[src/rtl/elliot_pkg.sv]
// Shared definitions for the inverse Elliot activation block: default
// word geometry, fixed-point constants and the controller state encoding.
package elliot_pkg;

  localparam int DATA_W_DEF = 32;
  localparam int FRAC_W_DEF = 16;

  // 1.0 in Q16.16 and the symmetric saturation codes for the default width.
  localparam logic [DATA_W_DEF-1:0] ONE_DEF     = 32'h0001_0000;
  localparam logic [DATA_W_DEF-1:0] SAT_POS_DEF = 32'h7FFF_FFFF;
  localparam logic [DATA_W_DEF-1:0] SAT_NEG_DEF = 32'h8000_0001;

  typedef enum logic [1:0] {
    IDLE = 2'd0,
    PREP = 2'd1,
    DIV  = 2'd2,
    DONE = 2'd3
  } state_e;

endpackage

[src/rtl/elliot_inverse_if.sv]
// Request/result bundle of the inverse Elliot block.
// Optional macro ELLIOT_INV_SAT_FLAG_EN adds the sat flag.
//
// Handshake: the requester raises start for one or more cycles with y_in
// valid alongside; the block takes y_in only on the edge where it is idle
// and start is high, then raises busy. Starts seen while busy (including the
// final DONE cycle) are dropped, never queued. The result appears on x_out
// together with a single-cycle end_signal pulse, in the same cycle busy
// falls; x_out (and sat) then hold until the next result is written.
interface elliot_inverse_if #(
  parameter int DATA_W = 32
) ();
  logic              start;
  logic [DATA_W-1:0] y_in;
  logic [DATA_W-1:0] x_out;
  logic              end_signal;
  logic              busy;
`ifdef ELLIOT_INV_SAT_FLAG_EN
  logic              sat;

  modport master (output start, y_in, input x_out, end_signal, busy, sat);
  modport slave  (input start, y_in, output x_out, end_signal, busy, sat);
`else
  modport master (output start, y_in, input x_out, end_signal, busy);
  modport slave  (input start, y_in, output x_out, end_signal, busy);
`endif
endinterface

[src/rtl/elliot_inv_divider.sv]
// Serial unsigned restoring divider, one quotient bit per clock, MSB first.
// The remainder never reaches den, and den is at most 1<<FRAC_W, so a
// FRAC_W+1 bit remainder register is enough for the shifted trial value.
module elliot_inv_divider #(
  parameter int DATA_W = 32,
  parameter int FRAC_W = 16
) (
  input  logic              clk,
  input  logic              rst_n,
  input  logic              load,
  input  logic [DATA_W-1:0] num,
  input  logic [FRAC_W:0]   den,
  output logic [DATA_W-1:0] q,
  output logic              done
);
  localparam int CNT_W = $clog2(DATA_W);

  logic [DATA_W-1:0] n_q, n_d;
  logic [DATA_W-1:0] q_q, q_d;
  logic [FRAC_W:0]   rem_q, rem_d;
  logic [FRAC_W:0]   den_q, den_d;
  logic [CNT_W-1:0]  cnt_q, cnt_d;
  logic              run_q, run_d;
  logic [FRAC_W+1:0] trial;
  logic [FRAC_W:0]   diff;

  // One restoring step: shift in the next numerator bit, subtract if it fits.
  always_comb begin
    n_d   = n_q;
    q_d   = q_q;
    rem_d = rem_q;
    den_d = den_q;
    cnt_d = cnt_q;
    run_d = run_q;
    trial = {rem_q, n_q[DATA_W-1]};
    diff  = trial[FRAC_W:0] - den_q;
    if (load) begin
      n_d   = num;
      q_d   = '0;
      rem_d = '0;
      den_d = den;
      cnt_d = CNT_W'(DATA_W - 1);
      run_d = 1'b1;
    end else if (run_q) begin
      n_d = {n_q[DATA_W-2:0], 1'b0};
      if (trial >= {1'b0, den_q}) begin
        rem_d = diff;
        q_d   = {q_q[DATA_W-2:0], 1'b1};
      end else begin
        rem_d = trial[FRAC_W:0];
        q_d   = {q_q[DATA_W-2:0], 1'b0};
      end
      if (cnt_q == '0) run_d = 1'b0;
      else             cnt_d = cnt_q - 1'b1;
    end
  end

  // Divider state registers.
  always_ff @(posedge clk or negedge rst_n) begin
    if (!rst_n) begin
      n_q   <= '0;
      q_q   <= '0;
      rem_q <= '0;
      den_q <= '0;
      cnt_q <= '0;
      run_q <= 1'b0;
    end else begin
      n_q   <= n_d;
      q_q   <= q_d;
      rem_q <= rem_d;
      den_q <= den_d;
      cnt_q <= cnt_d;
      run_q <= run_d;
    end
  end

  assign q    = q_q;
  assign done = run_q && (cnt_q == '0);

endmodule

[src/rtl/elliot_inverse.sv]
// Inverse Elliot activation: x = y / (1 - |y|) in signed fixed point.
// Controller (IDLE/PREP/DIV/DONE), sign/magnitude handling and symmetric
// saturation live here; the division runs in elliot_inv_divider.
// Optional macro ELLIOT_INV_SAT_FLAG_EN reports saturation on bus.sat.
module elliot_inverse
  import elliot_pkg::*;
#(
  parameter int DATA_W = DATA_W_DEF,
  parameter int FRAC_W = FRAC_W_DEF
) (
  input  logic                clk,
  input  logic                rst_n,
  elliot_inverse_if.slave     bus,
  output state_e              dbg_state
);
  localparam logic [DATA_W:0]   ONE     = {{(DATA_W-FRAC_W){1'b0}}, 1'b1, {FRAC_W{1'b0}}};
  localparam logic [DATA_W-1:0] SAT_POS = {1'b0, {(DATA_W-1){1'b1}}};
  localparam logic [DATA_W-1:0] SAT_NEG = {1'b1, {(DATA_W-2){1'b0}}, 1'b1};

  state_e            state_q, state_d;
  logic [DATA_W-1:0] y_q, y_d;
  logic              sgn_q, sgn_d;
  logic              dom_err_q, dom_err_d;
  logic [DATA_W-1:0] x_q, x_d;
  logic              end_q, end_d;
  logic              busy_q, busy_d;
`ifdef ELLIOT_INV_SAT_FLAG_EN
  logic              sat_q, sat_d;
`endif

  logic [DATA_W:0]   y_ext, a;
  logic              dom_err;
  logic [FRAC_W:0]   den;
  logic [DATA_W-1:0] num, q;
  logic              div_load, div_done, ovf;

  // Magnitude is formed one bit wider so the most-negative code has a valid
  // |y| (which is then a domain error). Out of domain, den is forced to 1 so
  // the divider still terminates; its quotient is discarded by saturation.
  always_comb begin
    y_ext   = {y_q[DATA_W-1], y_q};
    a       = y_q[DATA_W-1] ? -y_ext : y_ext;
    dom_err = (a >= ONE);
    den     = dom_err ? {{FRAC_W{1'b0}}, 1'b1} : (ONE[FRAC_W:0] - a[FRAC_W:0]);
    num     = {a[DATA_W-FRAC_W-1:0], {FRAC_W{1'b0}}};
    ovf     = dom_err_q | q[DATA_W-1];
  end

  assign div_load = (state_q == PREP);

  elliot_inv_divider #(
    .DATA_W (DATA_W),
    .FRAC_W (FRAC_W)
  ) u_div (
    .clk   (clk),
    .rst_n (rst_n),
    .load  (div_load),
    .num   (num),
    .den   (den),
    .q     (q),
    .done  (div_done)
  );

  // Controller next state and registered outputs.
  always_comb begin
    state_d   = state_q;
    y_d       = y_q;
    sgn_d     = sgn_q;
    dom_err_d = dom_err_q;
    x_d       = x_q;
    end_d     = 1'b0;
    busy_d    = busy_q;
`ifdef ELLIOT_INV_SAT_FLAG_EN
    sat_d     = sat_q;
`endif
    case (state_q)
      IDLE: begin
        if (bus.start) begin
          y_d     = bus.y_in;
          busy_d  = 1'b1;
          state_d = PREP;
        end
      end
      PREP: begin
        sgn_d     = y_q[DATA_W-1];
        dom_err_d = dom_err;
        state_d   = DIV;
      end
      DIV: begin
        if (div_done) state_d = DONE;
      end
      DONE: begin
        if (ovf) x_d = sgn_q ? SAT_NEG : SAT_POS;
        else     x_d = sgn_q ? -q : q;
`ifdef ELLIOT_INV_SAT_FLAG_EN
        sat_d   = ovf;
`endif
        end_d   = 1'b1;
        busy_d  = 1'b0;
        state_d = IDLE;
      end
      default: state_d = IDLE;
    endcase
  end

  // Controller registers; reset aborts any conversion without a pulse.
  always_ff @(posedge clk or negedge rst_n) begin
    if (!rst_n) begin
      state_q   <= IDLE;
      y_q       <= '0;
      sgn_q     <= 1'b0;
      dom_err_q <= 1'b0;
      x_q       <= '0;
      end_q     <= 1'b0;
      busy_q    <= 1'b0;
`ifdef ELLIOT_INV_SAT_FLAG_EN
      sat_q     <= 1'b0;
`endif
    end else begin
      state_q   <= state_d;
      y_q       <= y_d;
      sgn_q     <= sgn_d;
      dom_err_q <= dom_err_d;
      x_q       <= x_d;
      end_q     <= end_d;
      busy_q    <= busy_d;
`ifdef ELLIOT_INV_SAT_FLAG_EN
      sat_q     <= sat_d;
`endif
    end
  end

  assign bus.x_out      = x_q;
  assign bus.end_signal = end_q;
  assign bus.busy       = busy_q;
`ifdef ELLIOT_INV_SAT_FLAG_EN
  assign bus.sat        = sat_q;
`endif
  assign dbg_state      = state_q;

endmodule
[src/flat_wrapper.sv]
// flat-port wrapper written by rule: the top's interface ports become plain ports
module elliot_inverse_flat import elliot_pkg::*;
#(
  parameter int DATA_W = DATA_W_DEF,
  parameter int FRAC_W = FRAC_W_DEF
)
  (clk, rst_n, dbg_state, bus_start, bus_y_in, bus_x_out, bus_end_signal, bus_busy);
  elliot_inverse_if #(.DATA_W(DATA_W)) bus_i ();
  input  logic clk;
  input  logic rst_n;
  output state_e dbg_state;
  input wire logic [$bits(bus_i.start)-1:0] bus_start;
  input wire logic [$bits(bus_i.y_in)-1:0] bus_y_in;
  output wire logic [$bits(bus_i.x_out)-1:0] bus_x_out;
  output wire logic [$bits(bus_i.end_signal)-1:0] bus_end_signal;
  output wire logic [$bits(bus_i.busy)-1:0] bus_busy;
  assign bus_i.start = bus_start;
  assign bus_i.y_in = bus_y_in;
  assign bus_x_out = bus_i.x_out;
  assign bus_end_signal = bus_i.end_signal;
  assign bus_busy = bus_i.busy;
  elliot_inverse #(.DATA_W(DATA_W), .FRAC_W(FRAC_W)) u_core (.clk(clk), .rst_n(rst_n), .bus(bus_i), .dbg_state(dbg_state));
endmodule
[config.mk]
export PLATFORM = sky130hd
export DESIGN_NAME = elliot_inverse_flat
export DESIGN_NICKNAME = d
export VERILOG_FILES = /design/src/rtl/elliot_pkg.sv /design/src/rtl/elliot_inverse_if.sv /design/src/rtl/elliot_inv_divider.sv /design/src/rtl/elliot_inverse.sv /design/src/flat_wrapper.sv
export SDC_FILE = /design/constraint.sdc
export NUM_CORES = 1
export LEC_CHECK = 0
export CAP_MARGIN = 10
export CORE_MARGIN = 2
export CORE_UTILIZATION = 65
export CTS_CLUSTER_SIZE = 12
export DETAILED_ROUTE_END_ITERATION = 8
export GPL_TIMING_DRIVEN = 0
export HOLD_SLACK_MARGIN = 0.1
export PLACE_DENSITY_LB_ADDON = 0.3
export SETUP_SLACK_MARGIN = 0.02
export SYNTH_ARGS = -nofsm -noshare
export SYNTH_HDL_FRONTEND = slang
export SYNTH_HIERARCHICAL = 1
export SYNTH_SLANG_ARGS = --single-unit
[constraint.sdc]
create_clock -name clk -period 6.2 [get_ports clk]
set_clock_uncertainty 0.05 [all_clocks]
set_input_delay 1.24 -clock clk [delete_from_list [all_inputs] [get_ports clk]]
set_output_delay 1.24 -clock clk [all_outputs]
set_load 0.02 [all_outputs]
==> results of run 1 <==
Yosys cell counts, drive strengths merged, types with 22 or more instances:
cell	n	area, um^2
inv	67	251
xnor2	26	228
nor3	22	110
nand2	109	417
mux2i	72	721
ha	25	313
o21ai	101	505
buf	23	139
dfrtp	174	4350
nor2	128	500
clkbuf	52	195
mux2	37	417
a21oi	41	205
worst register-to-register path: stages, from the launching register on:
cell and delay [ps]:
dfrtp_1 430, inv_1 140, ha_1 310, or4b_1 460
clkbuf_1 190, or4_1 420, a2111oi_0 570, o211ai_1 280
nor4_1 350, xor2_1 280, nor2_1 80, nand2_1 80
o21ai_0 100
metal layers:
| layer | vias up | wire [um] |
|---|---|---|
| met5 | - | 0 |
| met3 | 93 | 2200 |
| li1 | 4357 | - |
| met2 | 562 | 12800 |
| met4 | 0 | 974 |
| met1 | 4499 | 11000 |
registers in the layout (all words and copies together) (netlist names), 2 cells and up:
register and flops:
u_core/u_div/q 32, u_core/dbg_state 2, u_core/u_div/cnt_q 5, u_core/u_div/n_q 32
u_core/u_div/den_q 17, u_core/u_div/rem_q 17, u_core/bus.x_out 32, u_core/y_q 32
cell families (layout without fill, tap and decap cells):
logic type / after synthesis / count (layout) / share of synthesized area, %
other: 1 / 16 / 0.0354
muxes: 109 / 109 / 10.7
DFF: 174 / 174 / 41.1
and+or+nand+nor: 392 / 392 / 18.4
AOI/OAI and AO/OA: 277 / 277 / 17.4
buffers and inverters: 142 / 245 / 5.53
adders and majority gates: 26 / 26 / 3.14
xor gates and xnor gates: 44 / 44 / 3.64
power by group:
part / switching [mW] / internal (mW) / leakage [nW] / total [mW]
Sequential: 0.420 / 1.59 / 2.15 / 2.01
Combinational: 2.08 / 1.48 / 3.05 / 3.56
Clock: 0.459 / 0.659 / 0.302 / 1.12
path summary, 6_finish.rpt:
check | startpoint | to | slack, ps | cells after the start
setup / recovery | u_core/y_q[0] | u_core/u_div/den_q[14] | 2310 | 12
hold / removal | u_core/bus.x_out[22] | u_core/bus.x_out[22] | 430 | 1
setup reg to reg | u_core/y_q[0] | u_core/u_div/den_q[14] | 2310 | 12
hold reg to reg | u_core/bus.x_out[22] | u_core/bus.x_out[22] | 430 | 1
max in group asynchronous | rst_n | u_core/y_q[18] | 4540 | 2
min in group asynchronous | rst_n | u_core/u_div/run_q | 700 | 1
layout make-up:
class,instances,area (um^2),area share (%)
Multi-Input combinational cell,864,5710,46.6
Inverter,67,251,2.05
Buffer,75,334,2.72
Timing Repair Buffer,71,733,5.98
Tap cell,216,270,2.20
Clock inverter,12,156,1.27
Clock buffer,20,457,3.72
Sequential cell,174,4350,35.5
metrics by stage:
step | total power [mW] | worst slack, ps | instances | hold WS, ps | setup TNS [ps]
after floorplan | 4.46 | 2890 | 1180 | 435 | 0
after global routing | 7.10 | 2080 | 1499 | 452 | 0
after global placement | 5.32 | -2990 | 1466 | 414 | -518500
after CTS | 6.62 | 2340 | 1499 | 436 | 0
after detailed placement | 5.46 | 2430 | 1467 | 418 | 0
final | 6.68 | 2310 | 1499 | 430 | 0
==> impl_metrics.toml, run 1 <==
[logic_synthesis]
yosys_warnings = 6
synth_flop_cell = "dfrtp_1"
synth_edf_count = 0
synth_seq_area_share_pct = 41.1
netlist_area_mm2 = 0.0106
ys_ff_latch = 174
syn_area_per_cell_um2 = 9.10
yosys.cell_types.count = 79
async_flop_share_pct = 100
synthCells = 1165

[critical_path]
start_kind = "flip-flop"
crit_buf_inv = 2
endpoint_kind = "flip-flop"
path_delay_family = "simple AND/OR/NAND/NOR gates"
cp_slowest_cell = "a2111oi_0"
cpPeakStageDelay_ps = 570
path_class = "reg -> reg"
crit_fanout = 8
path_cells = "inv_1 > ha_1 > or4b_1 > clkbuf_1 > or4_1 > a2111oi_0 > o211ai_1 > nor4_1 > xor2_1 > nor2_1 > nand2_1 > o21ai_0"
arrival_ps = 4120
critPathRequiredTime_ps = 6420

[final_layout]
final_cell_mix = "dfrtp_1, nor2_1, nand2_1"
fillCellCount = 1114
final_core_util_pct = 77.2
area_delta_synth_final_pct = 15.8
drive_gt1_share_pct = 8.73
nets = 1331
final_area_mm2 = 0.0123
antennaDiodeCount = 0
final_common_cell = "dfrtp_1"

[global_routing]
grt_max_degree = 106
busiest_layer = "met2"
antenna_found_initial = 0
met1_usage_pct = 42.0
grt.total_usage_pct = 31.8
grt_pass1_vias = 9105
overflow = 0
use_met3_pct = 5.05
met2_usage_pct = 51.5
grt_pass1_wl_mm = 45.0

[hold_path]
hold_path.class = "reg -> reg"

[clock_network]
root_buffer = "clkbuf_16"
insertion_delay_ps = 430
cts_setup_buffers = 0
htreeDepth = 4
cts_buffer_depth = 2
cts_made_buffers = 17
cts_sinks = 174
postCtsResizedCells = 0
hold_buffers = 0
path_clk_slew_ps = 70
cts_tree = "built"

[routing]
wl_mm = 27.0
vias_per_cell = 6.34
drt_iter0_markers = 1120
first_pass_iters = 6
vias = 9511
drcViolationCount = 0
drtAntennaViolNets = 0
wire_per_inst_um = 18.0

[floorplanning]
initial_utilization_pct = 66.7
die_x_um = 132
rows = 46
ios = 71
die_area_mm2 = 0.0173
die_h_um = 132
core-area_mm2 = 0.0159

[placement]
place.gp.congestion = 0.938
place_hpwl_mm = 18.7
postPlaceCellArea_mm2 = 0.0117
port_buffers = 70

[timing]
min_period_ps = 3890
period_share_pct = 62.8
timing.fmax_mhz = 257
rsz0062_at_grt = "false"
setup_viol = 0
max-slew-margin-rel_pct = 48.1
slew_violations = 0
tightest_slew_ps = 773
final-hold-violation-count = 0

[pwr]
leakage_nw = 5.50
peakVddDrop_mv = 0.284
power.density_mw_per_mm2 = 545

[job]
max_cap_viol_count = 0

[run_status]
status = "finished, final reports clean"
Power figures use the tool's default switching activity.
==> run 2: changes to the inputs <==
--- a/config.mk
+++ b/config.mk
@@ -7,7 +7,7 @@
 export LEC_CHECK = 0
 export CAP_MARGIN = 10
 export CORE_MARGIN = 2
-export CORE_UTILIZATION = 65
+export CORE_UTILIZATION = 60
 export CTS_CLUSTER_SIZE = 12
 export DETAILED_ROUTE_END_ITERATION = 8
 export GPL_TIMING_DRIVEN = 0
==> constraint.sdc (replaced) <==
create_clock -name clk -period 3.6 [get_ports clk]
set_clock_uncertainty 0.05 [all_clocks]
set_input_delay 0.72 -clock clk [delete_from_list [all_inputs] [get_ports clk]]
set_output_delay 0.72 -clock clk [all_outputs]
set_load 0.02 [all_outputs]
==> impl_metrics.toml, run 2 (synthesized netlist as in run 1, its figures left out) <==
[run_status]
status = "finished, final reports clean"

[floorplanning]
initial_utilization_pct = 61.3
die_area_mm2 = 0.0187
die_x_um = 137
rows = 48
die_h_um = 137
ios = 71
core-area_mm2 = 0.0173

[timing]
tightest_slew_ps = 800
slew_violations = 0
tns_ps = 0
final-hold-violation-count = 0
max-slew-margin-rel_pct = 46.2
setup_viol = 0
timing.fmax_mhz = 283
min_period_ps = 3540
period_share_pct = 98.3

[final_layout]
drive_gt1_share_pct = 10.7
final_common_cell = "dfrtp_1"
final_cell_mix = "dfrtp_1, nor2_1, nand2_1"
final_core_util_pct = 71.7
antennaDiodeCount = 0
area_delta_synth_final_pct = 17.1
nets = 1333
fillCellCount = 1293

[hold_path]
hold_path.class = "in -> async"

[pwr]
power.density_mw_per_mm2 = 924
peakVddDrop_mv = 0.502
leakage_nw = 5.53
finalPower_mw = 11.5

[clock_network]
htreeDepth = 4
cts_sinks = 174
cts_made_buffers = 17
cts_tree = "built"
insertion_delay_ps = 440
hold_buffers = 0
path_clk_slew_ps = 70
root_buffer = "clkbuf_16"
cts_buffer_depth = 2

[critical_path]
start_kind = "flip-flop"
arrival_ps = 3810
path_class = "reg -> reg"
endpoint_kind = "flip-flop"
critPathRequiredTime_ps = 3870
crit_fanout = 7

[routing]
drt_iter0_markers = 1007
vias = 9405
vias_per_cell = 6.23
wire_per_inst_um = 17.9
drtAntennaViolNets = 0
wl_mm = 27.0
first_pass_iters = 7
drcViolationCount = 0

[placement]
port_buffers = 70
place_hpwl_mm = 18.9
place.gp.congestion = 0.937

[global_routing]
grt.total_usage_pct = 29.7
antenna_found_initial = 0
overflow = 0
grt_pass1_vias = 8847
grt_max_degree = 108
grt_pass1_wl_mm = 43.8

[job]
max_cap_viol_count = 0
## run 2: changes by cell type in the layout (fill, tap and decap cells not counted), sizes merged
cell / before / now
clkinvlp: 1 / 2
bufinv: 3 / 1
inv: 71 / 74
buf: 25 / 31
clkbuf: 72 / 66
## run 2: critical path: stages, from the launching register on
cell      delay [ps]
dfrtp_2          450
or4_4            600
or4_4            560
buf_6            150
or4_1            490
o211ai_1         150
o211a_1          260
nand4_4          210
nand2b_1         240
mux2_2           260
## run 2: stage by stage
stage / setup slack [ps] / instance area (um^2) / hold WS (ps) / std cells
global placement: -5150 / 11600 / 414 / 1475
global route: -4.89 / 12400 / 205 / 1510
detailed placement: -136 / 11700 / 417 / 1476
finish: 62.0 / 12400 / 167 / 1510
floorplan: 288 / 10700 / 374 / 1180
CTS: -11.5 / 12300 / 190 / 1510
## run 2: path summary, 6_finish.rpt
kind                                         endpoint            startpoint  slack, ps  cells after the start
max in group asynchronous            u_core/dom_err_q                 rst_n       2450                      2
worst min-delay path            u_core/u_div/cnt_q[1]                 rst_n        170                      1
worst max-delay path            u_core/u_div/den_q[0]         u_core/y_q[6]         60                      9
worst min register to register   u_core/bus.x_out[14]  u_core/bus.x_out[14]        430                      1
min in group clk                 u_core/bus.x_out[14]  u_core/bus.x_out[14]        430                      1
worst max register to register  u_core/u_div/den_q[0]         u_core/y_q[6]         60                      9
## run 2: layout make-up
class                           instances  area, um^2  share of cell area (%)
Clock inverter                         14         150                    1.21
Buffer                                 70         319                    2.57
Sequential cell                       174        4360                    35.1
Inverter                               67         251                    2.03
Timing Repair Buffer                   78         810                    6.52
Multi-Input combinational cell        864        5800                    46.7
Tap cell                              225         282                    2.27
Clock buffer                           18         439                    3.54
## run 2: metal layers
| layer | global-route usage [%] | routed length (um) | vias up |
|---|---|---|---|
| li1 | - | - | 4385 |
| met1 | 39.1 | 11200 | 4483 |
| met4 | 11.4 | 818 | 0 |
| met2 | 48.1 | 12900 | 459 |
| met3 | 6.44 | 2050 | 78 |
| met5 | 0 | 0 | - |
## run 2: report_power, final
group          internal (mW)  switching [mW]
clock                  0.998           0.843
combinational           2.58            3.53
sequential              2.74           0.779
total                   6.31            5.15
## run 2: timing repair
action | 4_1_cts | 5_1_grt
resized for setup | 10 | 22
setup endpoints to repair | 12 | 17
gates cloned | 1 | 0
pin swaps | 1 | 6
setup buffers | 1 | 5
==> run 3: changes to the inputs <==
--- a/config.mk
+++ b/config.mk
@@ -6,13 +6,14 @@
 export NUM_CORES = 1
 export LEC_CHECK = 0
 export CAP_MARGIN = 10
-export CORE_MARGIN = 2
+export CORE_ASPECT_RATIO = 1.5
+export CORE_MARGIN = 4
 export CORE_UTILIZATION = 60
 export CTS_CLUSTER_SIZE = 12
 export DETAILED_ROUTE_END_ITERATION = 8
 export GPL_TIMING_DRIVEN = 0
 export HOLD_SLACK_MARGIN = 0.1
-export PLACE_DENSITY_LB_ADDON = 0.3
+export PLACE_DENSITY_LB_ADDON = 0.05
 export SETUP_SLACK_MARGIN = 0.02
 export SYNTH_ARGS = -nofsm -noshare
 export SYNTH_HDL_FRONTEND = slang
==> impl_metrics.toml, run 3 (synthesized netlist as in run 1, its figures left out) <==
[run_status]
status = "finished, final reports clean"

[clock_network]
cts_made_buffers = 17
path_clk_slew_ps = 70
insertion_delay_ps = 440
cts_buffer_depth = 2
root_buffer = "clkbuf_16"
cts_sinks = 174
hold_buffers = 0
cts_tree = "built"
htreeDepth = 4

[global_routing]
grt_pass1_vias = 8998
grt_pass1_wl_mm = 43.9
grt_max_degree = 120
grt.total_usage_pct = 28.1
overflow = 0
antenna_found_initial = 0

[final_layout]
drive_gt1_share_pct = 10.8
final_core_util_pct = 71.5
antennaDiodeCount = 0
final_cell_mix = "dfrtp_1, nor2_1, nand2_1"
final_area_mm2 = 0.0124
final_common_cell = "dfrtp_1"
nets = 1337
area_delta_synth_final_pct = 17.0

[placement]
postPlaceCellArea_mm2 = 0.0117
place.gp.congestion = 0.936
dp_slack_ps = -91.0
place_hpwl_mm = 20.2
port_buffers = 70

[routing]
wire_per_inst_um = 18.3
drt_iter0_markers = 576
vias = 9077
first_pass_iters = 6
drtAntennaViolNets = 0
vias_per_cell = 6.04
wl_mm = 27.4
drcViolationCount = 0

[timing]
min_period_ps = 3540
period_share_pct = 98.3
slew_violations = 0
max-slew-margin-rel_pct = 43.0
timing.fmax_mhz = 282
final-hold-violation-count = 0
holdWs_ps = 137
tightest_slew_ps = 848
setup_viol = 0
layout_setup_ws_ps = 59.5
rsz0062_at_grt = "true"

[critical_path]
critPathRequiredTime_ps = 3900
crit_fanout = 7
cp.depth = 11
endpoint_kind = "flip-flop"
path_class = "reg -> reg"
crit_buf_inv = 2
rr_startpoint = "u_core/y_q[6]"
path_cells = "or4_4 > or4_4 > buf_6 > or4_1 > o211ai_1 > o211a_1 > nand4_4 > buf_4 > nor2_1 > nand2_1 > o21ai_0"
r2r_end = "u_core/u_div/den_q[4]"
path_delay_family = "simple AND/OR/NAND/NOR gates"
cpMostUsedCell = "or4_4"
r2r_cells = 11
cp-startpoint = "u_core/y_q[6]"
arrival_ps = 3840
r2r_setup_slack_ps = 60
start_kind = "flip-flop"
cp_slowest_cell = "or4_4"
cpPeakStageDelay_ps = 580

[job]
max_cap_viol_count = 0

[pwr]
internal-power_mw = 6.36
swShare_pct = 44.5
p_sw_mw = 5.10
pwr-share-clk_pct = 16.0
power.density_mw_per_mm2 = 924
leakage_nw = 5.54
combPwrFrac_pct = 53.5
peakVddDrop_mv = 0.517
p_seq_share_pct = 30.5
finalPower_mw = 11.5

[floorplanning]
die_h_um = 171
rows = 59
initial_utilization_pct = 61.1
die_x_um = 117
die_area_mm2 = 0.0199
ios = 71
core-area_mm2 = 0.0173

[hold_path]
hold_path.class = "in -> async"
run 3: power by group through the flow:
stage | Sequential (mW) | Combinational (mW) | Clock, mW
5_1_grt | 3.59 | 6.73 | 1.96
2_1_floorplan | 3.48 | 4.21 | 0
3_3_place_gp | 3.43 | 5.92 | 0
6_report | 3.50 | 6.13 | 1.84
4_1_cts | 3.45 | 6.06 | 1.88
3_5_place_dp | 3.44 | 6.03 | 0
run 3: cell type report:
cell class	instances	area (um^2)
Sequential cell	174	4360
Multi-Input combinational cell	864	5780
Fill cell	1363	4940
Clock buffer	18	429
Buffer	70	322
Inverter	67	251
Timing Repair Buffer	82	831
Clock inverter	14	159
Tap cell	213	267
run 3: repair_timing:
action,CTS,global route
endpoints found under the hold margin,0,0
resized for setup,8,21
cloned,0,2
buffers inserted,3,6
setup endpoints to repair,12,20
pin swaps,1,5
run 3: worst max-delay path by stage:
stage,end
after detailed placement,u_core/u_div/den_q[14]
after CTS,u_core/u_div/den_q[14]
after global placement,u_core/y_q[17]
after floorplan,u_core/u_div/den_q[0]
after global routing,u_core/u_div/den_q[16]
final,u_core/u_div/den_q[4]
run 3: metal layers:
metal | wire length (um) | track usage [%] | share of wire, % | up-vias
met5 | 0 | 0 | 0 | -
met4 | 1840 | 18.8 | 6.7 | 0
met3 | 1020 | 4.07 | 3.7 | 121
met2 | 14800 | 51.6 | 54 | 274
met1 | 9810 | 28.7 | 36 | 4307
li1 | - | - | - | 4375
run 3: stage by stage:
stage / instances / TNS, ps
after global routing: 1502 / -9.22
after floorplan: 1180 / 0
after global placement: 1463 / -906990
after CTS: 1497 / 0
after detailed placement: 1464 / -632
final: 1502 / 0
